**src/rtl/decode_stage_pipe.sv**
```systemverilog
// decode_stage_pipe - instruction decode stage with IR, branch resolution and registered EX control bundle
module decode_stage_pipe #(
    parameter int DATA_W = 16,
    parameter int RA_W   = 3,
    parameter int CNT_W  = 16
) (
    input  logic                  clk,
    input  logic                  rst,
    input  logic                  if_valid,
    input  logic [4+4*RA_W-1:0]   instr,
    output logic                  id_ready,
    input  logic                  stall,
    input  logic                  flush,
    input  logic                  ex_ready,
    output logic [RA_W-1:0]       rf_addr1,
    output logic [RA_W-1:0]       rf_addr2,
    input  logic [DATA_W-1:0]     rf_data1,
    input  logic [DATA_W-1:0]     rf_data2,
    output logic [RA_W-1:0]       hz_src1,
    output logic [RA_W-1:0]       hz_src2,
    output logic                  br_taken,
    output logic [2*RA_W-1:0]     br_offset,
    output logic                  ex_valid,
    output logic [2:0]            ex_alu_cmd,
    output logic [DATA_W-1:0]     ex_src1,
    output logic [DATA_W-1:0]     ex_src2,
    output logic                  ex_mem_we,
    output logic [DATA_W-1:0]     ex_mem_wdata,
    output logic                  ex_wb_en,
    output logic [RA_W-1:0]       ex_wb_dest,
    output logic                  ex_wb_sel,
    output logic                  illegal_op,
    output logic [CNT_W-1:0]      bubble_cnt
);

    localparam int INSTR_W = 4 + 4*RA_W;

    localparam logic [3:0] OP_NOP  = 4'h0;
    localparam logic [3:0] OP_SRU  = 4'h8;
    localparam logic [3:0] OP_ADDI = 4'h9;
    localparam logic [3:0] OP_LD   = 4'hA;
    localparam logic [3:0] OP_ST   = 4'hB;
    localparam logic [3:0] OP_BR   = 4'hC;

    typedef struct packed {
        logic              valid;
        logic [2:0]        alu_cmd;
        logic [DATA_W-1:0] src1;
        logic [DATA_W-1:0] src2;
        logic              mem_we;
        logic [DATA_W-1:0] mem_wdata;
        logic              wb_en;
        logic [RA_W-1:0]   wb_dest;
        logic              wb_sel;
    } ex_bundle_t;

    logic [INSTR_W-1:0] ir_q, ir_d;
    logic               ir_valid_q, ir_valid_d;
    ex_bundle_t         ex_q, ex_d, dec;
    logic               illegal_op_q, illegal_op_d;
    logic [CNT_W-1:0]   bubble_cnt_q, bubble_cnt_d;

    logic [3:0]         op;
    logic [RA_W-1:0]    f_dest, f_src1, f_src2;
    logic [2*RA_W-1:0]  f_imm;
    logic [DATA_W-1:0]  imm_sext;
    logic               is_illegal, uses_src1, uses_src2, is_st;
    logic               br_cond, issue;

    assign op       = ir_q[INSTR_W-1 -: 4];
    assign f_dest   = ir_q[4*RA_W-1 -: RA_W];
    assign f_src1   = ir_q[3*RA_W-1 -: RA_W];
    assign f_src2   = ir_q[2*RA_W-1 -: RA_W];
    assign f_imm    = ir_q[2*RA_W-1:0];
    assign imm_sext = {{(DATA_W-2*RA_W){f_imm[2*RA_W-1]}}, f_imm};

    always_comb begin
        dec        = '0;
        dec.valid  = 1'b1;
        is_illegal = 1'b0;
        uses_src1  = 1'b0;
        uses_src2  = 1'b0;
        is_st      = 1'b0;
        if (op == OP_NOP) begin
            dec.valid = 1'b1;
        end else if (op <= OP_SRU) begin
            dec.alu_cmd = 3'(op - 4'd1);
            dec.src1    = rf_data1;
            dec.src2    = rf_data2;
            dec.wb_en   = 1'b1;
            dec.wb_dest = f_dest;
            uses_src1   = 1'b1;
            uses_src2   = 1'b1;
        end else if (op == OP_ADDI || op == OP_LD) begin
            dec.src1    = rf_data1;
            dec.src2    = imm_sext;
            dec.wb_en   = 1'b1;
            dec.wb_dest = f_dest;
            dec.wb_sel  = (op == OP_LD);
            uses_src1   = 1'b1;
        end else if (op == OP_ST) begin
            // Store data register lives in the dest field.
            dec.src1      = rf_data1;
            dec.src2      = imm_sext;
            dec.mem_we    = 1'b1;
            dec.mem_wdata = rf_data2;
            uses_src1     = 1'b1;
            uses_src2     = 1'b1;
            is_st         = 1'b1;
        end else if (op == OP_BR) begin
            dec.src1  = rf_data1;
            uses_src1 = 1'b1;
        end else begin
            is_illegal = 1'b1;
        end
    end

    always_comb begin
        br_cond = 1'b0;
        if (f_dest == RA_W'(0))
            br_cond = (rf_data1 == '0);
        else if (f_dest == RA_W'(1))
            br_cond = (rf_data1 != '0);
        else if (f_dest == RA_W'(2))
            br_cond = ($signed(rf_data1) > $signed({DATA_W{1'b0}}));
        else if (f_dest == RA_W'(3))
            br_cond = ($signed(rf_data1) <= $signed({DATA_W{1'b0}}));
    end

    assign id_ready  = ex_ready & ~stall;
    assign issue     = ir_valid_q & ~stall & ex_ready;
    assign br_taken  = issue & (op == OP_BR) & br_cond;
    assign br_offset = f_imm;
    assign rf_addr1  = f_src1;
    assign rf_addr2  = is_st ? f_dest : f_src2;
    assign hz_src1   = (ir_valid_q & uses_src1) ? f_src1 : '0;
    assign hz_src2   = (ir_valid_q & uses_src2) ? rf_addr2 : '0;

    always_comb begin
        ir_d       = ir_q;
        ir_valid_d = ir_valid_q;
        if (flush) begin
            ir_valid_d = 1'b0;
        end else if (!id_ready) begin
            ir_valid_d = ir_valid_q;
        end else if (br_taken) begin
            ir_valid_d = 1'b0;
        end else begin
            ir_d       = instr;
            ir_valid_d = if_valid;
        end
    end

    always_comb begin
        ex_d         = ex_q;
        illegal_op_d = ~flush & issue & is_illegal;
        bubble_cnt_d = bubble_cnt_q;
        if (flush)
            ex_d = '0;
        else if (!ex_ready)
            ex_d = ex_q;
        else if (stall || !ir_valid_q || is_illegal)
            ex_d = '0;
        else
            ex_d = dec;
        if (stall && ir_valid_q && ex_ready && !flush && bubble_cnt_q != {CNT_W{1'b1}})
            bubble_cnt_d = bubble_cnt_q + CNT_W'(1);
    end

    always_ff @(posedge clk or posedge rst) begin
        if (rst) begin
            ir_q         <= '0;
            ir_valid_q   <= 1'b0;
            ex_q         <= '0;
            illegal_op_q <= 1'b0;
            bubble_cnt_q <= '0;
        end else begin
            ir_q         <= ir_d;
            ir_valid_q   <= ir_valid_d;
            ex_q         <= ex_d;
            illegal_op_q <= illegal_op_d;
            bubble_cnt_q <= bubble_cnt_d;
        end
    end

    assign ex_valid     = ex_q.valid;
    assign ex_alu_cmd   = ex_q.alu_cmd;
    assign ex_src1      = ex_q.src1;
    assign ex_src2      = ex_q.src2;
    assign ex_mem_we    = ex_q.mem_we;
    assign ex_mem_wdata = ex_q.mem_wdata;
    assign ex_wb_en     = ex_q.wb_en;
    assign ex_wb_dest   = ex_q.wb_dest;
    assign ex_wb_sel    = ex_q.wb_sel;
    assign illegal_op   = illegal_op_q;
    assign bubble_cnt   = bubble_cnt_q;

endmodule

```
**config.mk**
```make
export PLATFORM = sky130hd
export DESIGN_NAME = decode_stage_pipe
export DESIGN_NICKNAME = d
export VERILOG_FILES = /design/src/rtl/decode_stage_pipe.sv
export SDC_FILE = /design/constraint.sdc
export NUM_CORES = 1
export LEC_CHECK = 0
export ABC_AREA = 1
export CORE_MARGIN = 8
export CORE_UTILIZATION = 40
export CTS_CLUSTER_SIZE = 40
export DETAILED_ROUTE_END_ITERATION = 7
export HOLD_SLACK_MARGIN = 0.02
export PLACE_DENSITY = 0.83
export SLEW_MARGIN = 0
export SYNTH_ARGS = -nofsm -noshare
export SYNTH_HDL_FRONTEND = slang
export SYNTH_SLANG_ARGS = --single-unit
```
**constraint.sdc**
```tcl
create_clock -name clk -period 3.1 [get_ports clk]
set_input_delay 0.62 -clock clk [delete_from_list [all_inputs] [get_ports clk]]
set_output_delay 0.62 -clock clk [all_outputs]
set_load 0.01 [all_outputs]
```
* Word-level counts from Yosys, hierarchy flattened
Index checks and enable logic that the tools add are counted.
** Storage, ports and cells
- Logic and storage cells :: 95
- Output and inout bits :: 95
- Register bits :: 92
** Cells by class
- Equality and inequality tests :: 8
- Bitwise gates (word level) :: 12
- $add $sub $neg :: 2
- Reductions and logical operators :: 16
- Muxes and demuxes :: 41
- Order comparisons :: 3
** Operators with widths (count)
- $mux W58 :: 3
- $mux W32 :: 2
- $mux W57 :: 1
- $mux W17 :: 2
- $mux W33 :: 1
- $mux W16 :: 2
- $mux W1 :: 24
- $add A16 B1 Y16 const B :: 1
- $eq A4 B4 Y1 const B :: 4
- $gt A16 B1 Y1 const B :: 1
- $le A16 B1 Y1 const B :: 1
- $logic_not A16 Y1 :: 1
- $ne A16 B16 Y1 const B :: 1
- $reduce_bool A16 Y1 :: 1
- $mux W3 :: 4
- $and A1 B1 Y1 :: 9
- $eq A3 B2 Y1 const B :: 2
- $mux W5 :: 1
- $le A4 B4 Y1 const B :: 1
- $logic_and A1 B1 Y1 :: 4
- $logic_not A4 Y1 :: 1
- $mux W4 :: 1
- $reduce_bool A2 Y1 :: 2
- $eq A3 B1 Y1 const B :: 1
- 6 further kinds :: 11

* Longest topological paths before layout
- Word-level depth :: 10
- Mapped depth :: 14
- Gate-level depth less buffers :: 13

* Worst setup path before layout
No wires, ideal clock.
- Kind :: register to output
- Start point :: register ir_q[12]
- End point :: output port hz_src2[0]
- Path slack :: 0.762 ns
- Stages on the path, launching flop included :: 10
- Arrival :: 1.718 ns
- Path through :: dfrtp_1 inv_1 ha_1 a21oi_4 inv_2 nor3_4 nand2_1 o21ai_0 inv_1 nor2_1
** Between the ends
- Longest elaborated chain between the ends :: 7
- Elaborated cells between the ends (all ways) :: 15
- Classes of those cells :: 1 x order compare; 3 x eq/ne; 8 x mux; 1 x bitwise; 2 x reduce/logical
** RTL lines
- start, declared :: RTL line 57 : logic [INSTR_W-1:0] ir_q, ir_d;
- start signal, assigned :: RTL line 178 : ir_q <= ir_d;
- $eq A4 B4 Y1 (on tied branches) :: RTL line 101, 94
- $mux W1 / $logic_or A1 B1 Y1 (equally long branches) :: RTL line 101, 94
- $mux W1 :: RTL line 94 : end else if (op == OP_ADDI || op == OP_LD) begin
- $mux W1 :: RTL line 86 : end else if (op <= OP_SRU) begin
- $mux W1 (*) :: RTL line 84 : if (op == OP_NOP) begin
- $mux W3 (*) :: RTL line 135 : assign rf_addr2 = is_st ? f_dest : f_src2;
- named net rf_addr2[0] :: RTL line 16 : output logic [RA_W-1:0] rf_addr2,
- $mux W3 (*) :: RTL line 137 : assign hz_src2 = (ir_valid_q & uses_src2) ? rf_addr2 : '0;
- end, declared :: RTL line 20 : output logic [RA_W-1:0] hz_src2,
The timed path passes the listed nets; every way through them passes the cells marked *.

* Worst setup path after layout
- Start point :: register ir_q[12]
- End point :: output port hz_src1[1]
** Between the ends
- Longest elaborated chain between the ends :: 8
- Elaborated cells between the ends (all ways) :: 14
- Classes of those cells :: 1 x order compare; 4 x eq/ne; 6 x mux; 1 x bitwise; 2 x reduce/logical
** RTL lines
- $eq A4 B4 Y1 :: RTL line 110 : end else if (op == OP_BR) begin
- $mux W1 :: RTL line 110
- $mux W1 :: RTL line 101 : end else if (op == OP_ST) begin
- $mux W1 :: RTL line 94
- $mux W1 :: RTL line 86
- $mux W1 (*) :: RTL line 84
- $and A1 B1 Y1 (*) :: RTL line 136 : assign hz_src1 = (ir_valid_q & uses_src1) ? f_src1 : '0;
- $mux W3 (*) :: RTL line 136
- end, declared :: RTL line 19 : output logic [RA_W-1:0] hz_src1,
Mark *: on every way between the ends. The rest lies on a longest branch, timed or not.

==> metrics <==
status finished, final reports clean; mean post-synth cell area 9.08 um^2; Post-Syn Nets 549; share of layout cells above drive strength 1 0.120; vias per cell 5.18; Mapped Area 4440 um^2; chip width 121 um; min-delay src ir_q[5]; clock root buffer clkbuf_8; vias post-DR 4043; Crit Reg-Reg Startpoint ir_q[12]; Max Freq 0.341 GHz; RD Place Congestion 0.839; CP arrival 2.31 ns; Post-Synthesis Cells 489; Setup CP Type reg2out; Peak supply drop 0.208 mV; Total Power 2.83 mW; first-pass GRT wire length 21300 um; worst-skew pair later-pin latency 0.36 ns; Seq/Total Area, Yosys 0.519; HP Class reg2reg; die footprint 14700 um^2; Clock Power Share 0.367; Psw 0.752 mW; max cap viols 0; switching fraction of total power 0.265; Comb power frac 0.172; core area 10800 um^2; Antenna Nets Post-Route 0; PwrDens 446 nW/um^2; H-tree levels 3; crit-path leading delay family simple AND/OR/NAND/NOR gates; Bufs on Longest Clock Path 2; antenna violations before repair 0; CTS sink cnt 92; Pleak 2.92 nW; post-DP HPWL 10000 um; Slew headroom 0.179; fin crit share 0.946; Layout Utilization 0.586; slowest CP cell clkdlybuf4s50_1; worst path cell trace buf_4, ha_1, nor2_2, nor2_4, nor2_2, nand3_2, nand3_2, nor2_1, clkdlybuf4s50_1; largest net degree at the start of global routing 59; TNS Setup 0 ns; Fillers 927; number of synthesized flops with an enable pin 0; Ys Warns 0; CP Capture Type primary output; First-pass DRT Iterations 7; Remaining DRCs 0; I/O Buffers 148; area grow syn2layout 43.2%; ys async rst share 1.00; RSZ-0062 raised after global routing no; Max Slew Vio Count 0; Main synth FF type dfrtp_1; Post-Route WL 13200 um; Final Instance Count excl. Fillers 781; post-synth cell types 31; Required @ worst endpoint 2.48 ns; row cnt 38; Fin Clk Skew 0.00899 ns; CP Max Fanout 4; crit path time final 2.93 ns; CTS tree done; io pins 149; Num CTS Buffers 9; vias in the first global route 4222; Die Ht 121 um; nets@finish 696; Seq cells post-synth 92; final setup violating endpoints 0; worst setup path startpoint ir_q[12]; residual overflow from global routing 0; CTS clk-pin slew, worst paths 0.09 ns; placed cells 760; Internal 2.08 mW; commonest non-fill, non-tap cell in the layout clkdlybuf4s50_1; Worst path max stage delay 0.48 ns; ant diodes 0; sequential share of power 0.461; WL per Instance 16.9 um; measured slew at the worst slew-check pin 1.22 ns; WP buf/inv 2; initial detailed-routing violation count 254; final hold slack 0.516 ns; final hold viol count 0; commonest non-fill, non-tap cells in the layout clkdlybuf4s50_1 (141), dfrtp_1 (92), nand2_1 (77), nand3_1 (72), inv_1 (52); critical path launch point type register; Overall Global Routing Usage 0.179; Initial Util 0.410
[cells in the mapped netlist, drive strengths merged (2+ instances only)]
cell | instances | area share
nand4 | 9 | 0.013
xnor2 | 4 | 0.0079
ha | 6 | 0.017
nor3 | 9 | 0.013
a21oi | 2 | 0.0048
o211ai | 4 | 0.0068
nand3 | 75 | 0.087
nand2 | 80 | 0.069
dfrtp | 92 | 0.52
clkbuf | 14 | 0.012
buf | 16 | 0.029
nor2 | 41 | 0.039
inv | 56 | 0.047
xor2 | 9 | 0.018
a32o | 16 | 0.036
o21ai | 49 | 0.071
o31ai | 3 | 0.0051
[final timing paths]
kind / endpoint / slack (ns) / depth (start not counted)
setup / recovery: hz_src1[1] / 0.17 / 9
hold / removal: ir_q[5] / 0.52 / 2
setup reg to reg: ex_src2[14] / 0.58 / 8
hold reg to reg: ir_q[5] / 0.52 / 2
max in group asynchronous: ex_wb_dest[2] / 1.63 / 3
min in group asynchronous: ex_mem_wdata[7] / 0.76 / 2
[registers in the layout (all words and copies together) (netlist names)]
signal / count
ex_src2: 16
ex_wb_en: 1
ex_valid: 1
ex_wb_sel: 1
ex_mem_we: 1
illegal_op: 1
ex_src1: 16
ir_valid_q: 1
ex_wb_dest: 3
ex_mem_wdata: 16
ir_q: 16
bubble_cnt: 16
ex_alu_cmd: 3
[kinds of logic after synthesis]
| kind of cell | count (synthesis) | synth area share |
|---|---|---|
| buffers and inverters | 86 | 0.0885 |
| AND/OR/NAND/NOR | 217 | 0.225 |
| flip-flops | 92 | 0.519 |
| adder cells (fa/ha/maj) | 6 | 0.0169 |
| AO/OA/AOI/OAI | 75 | 0.126 |
| XOR/XNOR | 13 | 0.0256 |
[area by class of cell]
| class | count | area, um^2 | area share |
|---|---|---|---|
| clock buffer | 9 | 124 | 0.0195 |
| clock inverter | 7 | 139 | 0.0219 |
| inverter | 56 | 211 | 0.0333 |
| multi-input combinational | 311 | 1770 | 0.279 |
| sequential | 92 | 2300 | 0.362 |
| tap | 140 | 175 | 0.0276 |
| timing repair buffer | 166 | 1630 | 0.257 |
[through the flow]
step | area [um^2] | setup WS [ns]
6_report | 6350 | 0.167
5_1_grt | 6350 | 0.00916
4_1_cts | 6340 | 0.00966
3_5_place_dp | 6020 | -0.0759
3_3_place_gp | 6020 | -0.0218
2_1_floorplan | 4440 | 0.0880
[repair_timing]
action / in CTS / in global routing
buffers inserted: 5 / 0
gates resized for setup: 7 / 12
pin swaps: 1 / 1
endpoints found under the setup margin: 10 / 9
hold buffers: 0 / 0
[power groups by stage]
stage / combinational [mW] / clock, mW / sequential (mW)
2_1_floorplan: 0.264 / 0 / 1.32
3_3_place_gp: 0.462 / 0 / 1.33
3_5_place_dp: 0.476 / 0 / 1.33
4_1_cts: 0.490 / 1.06 / 1.30
5_1_grt: 0.545 / 1.11 / 1.31
6_report: 0.489 / 1.04 / 1.31
[per-layer routing]
metal / wire length (um) / up-vias / part of all wire / track usage
met3: 981 / 24 / 0.074 / 0.0456
met2: 6360 / 148 / 0.48 / 0.297
met1: 5530 / 1956 / 0.42 / 0.215
li1: - / 1915 / - / -
met5: 0 / - / 0 / 0
met4: 350 / 0 / 0.026 / 0.0779
[worst register-to-register path, cell delays in order (launching register included)]
cell	delay (ns)
dfrtp_1	0.38
inv_1	0.10
ha_1	0.19
nor2_2	0.05
nor2_4	0.17
nor2_2	0.07
o21ai_0	0.94
o21ai_0	0.24
o21ai_0	0.28
(Power assumes the default switching activity.)
